$ cat src/rtl/fetch_pc_unit.sv
// fetch_pc_unit: fetch-stage PC owner and instruction fetcher.
//   Holds PCF and drives PCPlus4F to the external next-PC mux, whose result
//   returns as PCF_bar. Issues at most one outstanding instruction-memory
//   request and buffers returned words in a small FIFO. The FIFO head goes to
//   decode over a valid/ready handshake. PCSrcE is the redirect strobe: it
//   flushes the buffer and retires any in-flight fetch.
// Ports:
//   clk, rst_n                      clock (rising edge), async active-low reset
//   PCF_bar, PCSrcE                 next PC from the mux, redirect strobe
//   PCF, PCPlus4F                   current fetch PC, PCF+4
//   imem_req/addr/gnt               request channel to instruction memory
//   imem_rvalid/rdata               response channel from instruction memory
//   instr_valid/ready               decode handshake
//   InstrD, PCD, PCPlus4D           FIFO head (zero while the FIFO is empty)
//
// state | meaning
// IDLE  | no request in flight; leave once the FIFO has room
// REQ   | imem_req high at PCF, waiting for gnt
// WAIT  | granted, waiting for rvalid; the word is pushed on arrival
// DROP  | granted fetch went stale after a redirect; its word is discarded
module fetch_pc_unit #(
  parameter logic [31:0] RESET_PC   = 32'h0000_0000,
  parameter int          FIFO_DEPTH = 2
) (
  input  logic        clk,
  input  logic        rst_n,
  input  logic [31:0] PCF_bar,
  input  logic        PCSrcE,
  output logic [31:0] PCF,
  output logic [31:0] PCPlus4F,
  output logic        imem_req,
  output logic [31:0] imem_addr,
  input  logic        imem_gnt,
  input  logic        imem_rvalid,
  input  logic [31:0] imem_rdata,
  output logic        instr_valid,
  input  logic        instr_ready,
  output logic [31:0] InstrD,
  output logic [31:0] PCD,
  output logic [31:0] PCPlus4D
);

  localparam int PW = $clog2(FIFO_DEPTH);
  localparam int CW = PW + 1;

  typedef enum logic [1:0] {IDLE, REQ, WAIT, DROP} state_t;

  state_t          state;
  logic [31:0]     req_pc;
  logic [31:0]     fifo_instr [FIFO_DEPTH];
  logic [31:0]     fifo_pc    [FIFO_DEPTH];
  logic [PW-1:0]   rd_ptr;
  logic [PW-1:0]   wr_ptr;
  logic [CW-1:0]   count;
  logic [CW-1:0]   count_next;
  logic            gnt_ok;
  logic            push;
  logic            pop;

  assign PCPlus4F    = PCF + 32'd4;
  assign imem_req    = (state == REQ);
  assign imem_addr   = PCF;
  assign gnt_ok      = imem_req & imem_gnt;
  assign instr_valid = (count != '0);

  // A redirect cancels whatever push or pop would have happened this cycle.
  assign push       = (state == WAIT) & imem_rvalid & ~PCSrcE;
  assign pop        = instr_valid & instr_ready & ~PCSrcE;
  assign count_next = count + CW'(push) - CW'(pop);

  assign InstrD   = instr_valid ? fifo_instr[rd_ptr]       : '0;
  assign PCD      = instr_valid ? fifo_pc[rd_ptr]          : '0;
  assign PCPlus4D = instr_valid ? fifo_pc[rd_ptr] + 32'd4  : '0;

  always_ff @(posedge clk or negedge rst_n) begin
    if (!rst_n) begin
      PCF <= RESET_PC;
    end else if (gnt_ok || PCSrcE) begin
      PCF <= PCF_bar;
    end
  end

  always_ff @(posedge clk or negedge rst_n) begin
    if (!rst_n) begin
      state  <= IDLE;
      req_pc <= '0;
    end else begin
      case (state)
        IDLE: begin
          if (!PCSrcE && (count < CW'(FIFO_DEPTH))) state <= REQ;
        end
        REQ: begin
          if (imem_gnt) begin
            req_pc <= PCF;
            state  <= PCSrcE ? DROP : WAIT;
          end
        end
        WAIT: begin
          // Space was reserved before issue, so count_next never exceeds depth.
          if (imem_rvalid) begin
            state <= (!PCSrcE && (count_next < CW'(FIFO_DEPTH))) ? REQ : IDLE;
          end else if (PCSrcE) begin
            state <= DROP;
          end
        end
        DROP: begin
          // The single stale response retires the drop, redirect or not.
          if (imem_rvalid) state <= IDLE;
        end
        default: state <= IDLE;
      endcase
    end
  end

  always_ff @(posedge clk or negedge rst_n) begin
    if (!rst_n) begin
      rd_ptr <= '0;
      wr_ptr <= '0;
      count  <= '0;
    end else if (PCSrcE) begin
      rd_ptr <= '0;
      wr_ptr <= '0;
      count  <= '0;
    end else begin
      if (push) wr_ptr <= wr_ptr + PW'(1);
      if (pop)  rd_ptr <= rd_ptr + PW'(1);
      count <= count_next;
    end
  end

  // Storage needs no reset: the head outputs are gated by instr_valid.
  always_ff @(posedge clk) begin
    if (push) begin
      fifo_instr[wr_ptr] <= imem_rdata;
      fifo_pc[wr_ptr]    <= req_pc;
    end
  end

endmodule

$ cat config.mk
export PLATFORM = sky130hd
export DESIGN_NAME = fetch_pc_unit
export DESIGN_NICKNAME = d
export VERILOG_FILES = /design/src/rtl/fetch_pc_unit.sv
export SDC_FILE = /design/constraint.sdc
export NUM_CORES = 1
export LEC_CHECK = 0
export CAP_MARGIN = 20
export CORE_MARGIN = 5
export CORE_UTILIZATION = 44
export CTS_CLUSTER_SIZE = 40
export DETAILED_ROUTE_END_ITERATION = 12
export GPL_ROUTABILITY_DRIVEN = 0
export PLACE_DENSITY = 0.82
export SYNTH_ARGS = -nofsm -noshare
export SYNTH_HDL_FRONTEND = slang
export SYNTH_SLANG_ARGS = --single-unit
$ cat constraint.sdc
create_clock -name clk -period 3.7 [get_ports clk]
set_input_delay 0.74 -clock clk [delete_from_list [all_inputs] [get_ports clk]]
set_output_delay 0.74 -clock clk [all_outputs]
set_load 0.005 [all_outputs]
==> results.yml <==
logic_synthesis:
  yosysUniqueCellTypes: 49
  synth_edf_count: 128
  synth-adder-area-share_pct: 0.539
  synth_xor_xnor_area_share_pct: 3.78
  synth_cells: 714
  yosys.area_share.simple_pct: 12.4
  synth_async_sr_flop_share_pct: 35.4
  synth_top_flop_cell: "edfxtp_1"
  synth-seq-cells: 198
  synthMuxAreaShare_pct: 15.2
  synth_seq_area_share_pct: 60.3
  synth_area_um2: 9280
  synth_top_family_by_area: "multiplexers"
  syn_avg_cell_area_um2: 13.0
  ys.warnings.count: 0
  synth-compound-area-share_pct: 3.10
  synth_nets: 788
drt:
  drt-wirelength-per-cell_um: 18.6
  dr.first_iter.drc_count: 427
  drt-total-wl_mm: 23.4
  first_pass_iters: 5
  ant_nets: 0
  viasPerCell: 5.17
  vias: 6526
  drc: 0
die:
  ios: 264
  die_h_um: 155
  core_um2: 20900
  die_x_um: 155
  start_util_pct: 44.4
  die_area_um2: 24100
  floorplan.rows: 53
timing:
  slew_headroom_pct: 40.8
  hold_viol: 0
  rsz0062_at_grt: "yes"
  finClkSkew_ps: 9.88
  fmax_ghz: 0.271
  fin_ws_ps: 16.2
  fin_crit_sh_pct: 99.6
  min_period_ps: 3680
  holdWs_ps: 408
  slew_violations: 0
  worst-slew-pin-transition_ps: 888
  setup_viol: 0
grt:
  gr-total-overflow: 0
  antenna_found_initial: 0
  grt_pass1_vias: 6734
  gr-usage-all-layers_pct: 18.9
  grt_max_degree: 71
  grt_pass1_wl_mm: 36.4
setup_path:
  r2r_start: "count[1]"
  end_kind: "output port"
  crit_arrival_ps: 2940
  reg2reg_depth: 12
  rr_endpoint: "state[0]"
  critPathKind: "register to output port"
  cp.required_ps: 2960
  rrSetupSlack_ps: 1080
  cp-start-kind: "register"
  cp_max_fo: 12
placed_design:
  dp_slack_ps: 233
  place_area_um2: 12100
  hpwl_mm: 16.3
  portBuffers: 263
cts:
  numCtsBuffers: 17
  cts_tree: "yes"
  cts_sinks: 198
  cts_root_buffer: "clkbuf_16"
  path_clk_slew_ps: 80
  clockBufferDepth: 2
  h-tree-depth: 4
  insertion_delay_ps: 430
job:
  cap_violations: 0
finish:
  final_cell_mix: "252 x clkdlybuf4s50_1, 128 x edfxtp_1, 89 x nor2_1"
  syn_to_final_growth_pct: 40.0
  num_antenna_cells: 0
  drive_gt1_share_pct: 17.3
  num-nets-final: 1048
  finish.instance_area_um2: 13000
  layout_commonest_cell: "clkdlybuf4s50_1"
status:
  status: "completed"
power:
  leakagePower_nw: 4.67
  peakVddDrop_mv: 0.352
  power_density_nw_per_um2: 539
worst_hold_path:
  hold_class: "input pin to async pin"
## state kept, by name, indices dropped and copies added, names as in the netlist
signal and flops:
PCF 32, count 2, rd_ptr 1, req_pc 32, fifo_pc 64, state 2, fifo_instr 64, wr_ptr 1
## Yosys cell counts (all sizes together) (10+ instances only)
master  count  area [um^2]
nand2      33          124
mux2       70          788
xor2       12          105
nand3      32          170
and2       13         81.3
mux2i      62          621
edfxtp    128         3840
and3       12         75.1
nor3       11         55.1
o21ai      10         50.1
buf        49          359
clkbuf     13         48.8
dfrtp      70         1750
nor2       93          349
xnor2      28          245
## worst max-delay path: stages, from the launching register on
cell	delay [ps]
dfrtp_4	560
buf_16	180
nand3b_1	210
a222oi_1	440
nand3_1	150
nor4_2	390
mux2_1	370
clkdlybuf4s15_1	210
## power breakdown
part	internal, mW	switching, mW
clock	0.896	0.868
combinational	1.23	0.820
sequential	2.81	0.373
## cells by family (layout without fill, tap and decap cells)
family / count (synthesis) / count (layout)
AND/OR/NAND/NOR: 232 / 233
flip-flops: 198 / 198
multiplexers: 132 / 132
buffers and inverters: 69 / 341
XOR/XNOR: 40 / 40
AO/OA/AOI/OAI: 39 / 39
adder cells (fa/ha/maj): 4 / 4
## how the worst max path moves through the flow
stage,slack (ps),startpoint,to,cells past startpoint
final,20,rd_ptr,PCPlus4D[30],7
after global routing,-70,rd_ptr,PCPlus4D[31],8
after CTS,-20,rd_ptr,PCPlus4D[18],10
after detailed placement,230,rd_ptr,PCPlus4D[30],7
after global placement,210,rd_ptr,PCPlus4D[30],7
after floorplan,-480,PCSrcE,fifo_instr[0][0],3
## layer usage
layer / part of all wire (%) / wire [um] / vias up / track usage, %
met3: 5.6 / 1310 / 43 / 4.12
li1: - / - / 3078 / -
met4: 2.3 / 544 / 0 / 5.96
met1: 43 / 10200 / 3172 / 25.7
met5: 0 / 0 / - / 0
met2: 49 / 11400 / 233 / 30.4
## what timing repair did
item                       in CTS  in global routing
pin swaps                       8                 13
buffers inserted                7                 11
setup endpoints to repair      13                 17
hold buffers                    0                  0
cloned                          1                  3
gates resized for setup        16                 24
## metrics by stage
step / util, % / setup TNS (ps) / total power [mW] / std cells
after global placement: 57.7 / 0 / 5.18 / 1208
after global routing: 62.2 / -388 / 7.38 / 1262
final: 62.2 / 0 / 7.00 / 1262
after detailed placement: 57.7 / 0 / 5.23 / 1208
after CTS: 61.0 / -18.8 / 7.02 / 1248
after floorplan: - / -61790 / 4.13 / 714
## cell type report
cell class / count / area [um^2]
well taps: 275 / 344
clock buffers: 18 / 429
clock inverters: 14 / 145
repair buffers: 302 / 3020
flip-flops and latches: 198 / 5600
inverters: 7 / 26.3
multi-input cells: 448 / 3420
fillers: 1611 / 7900
Power figures use the tool's default switching activity.
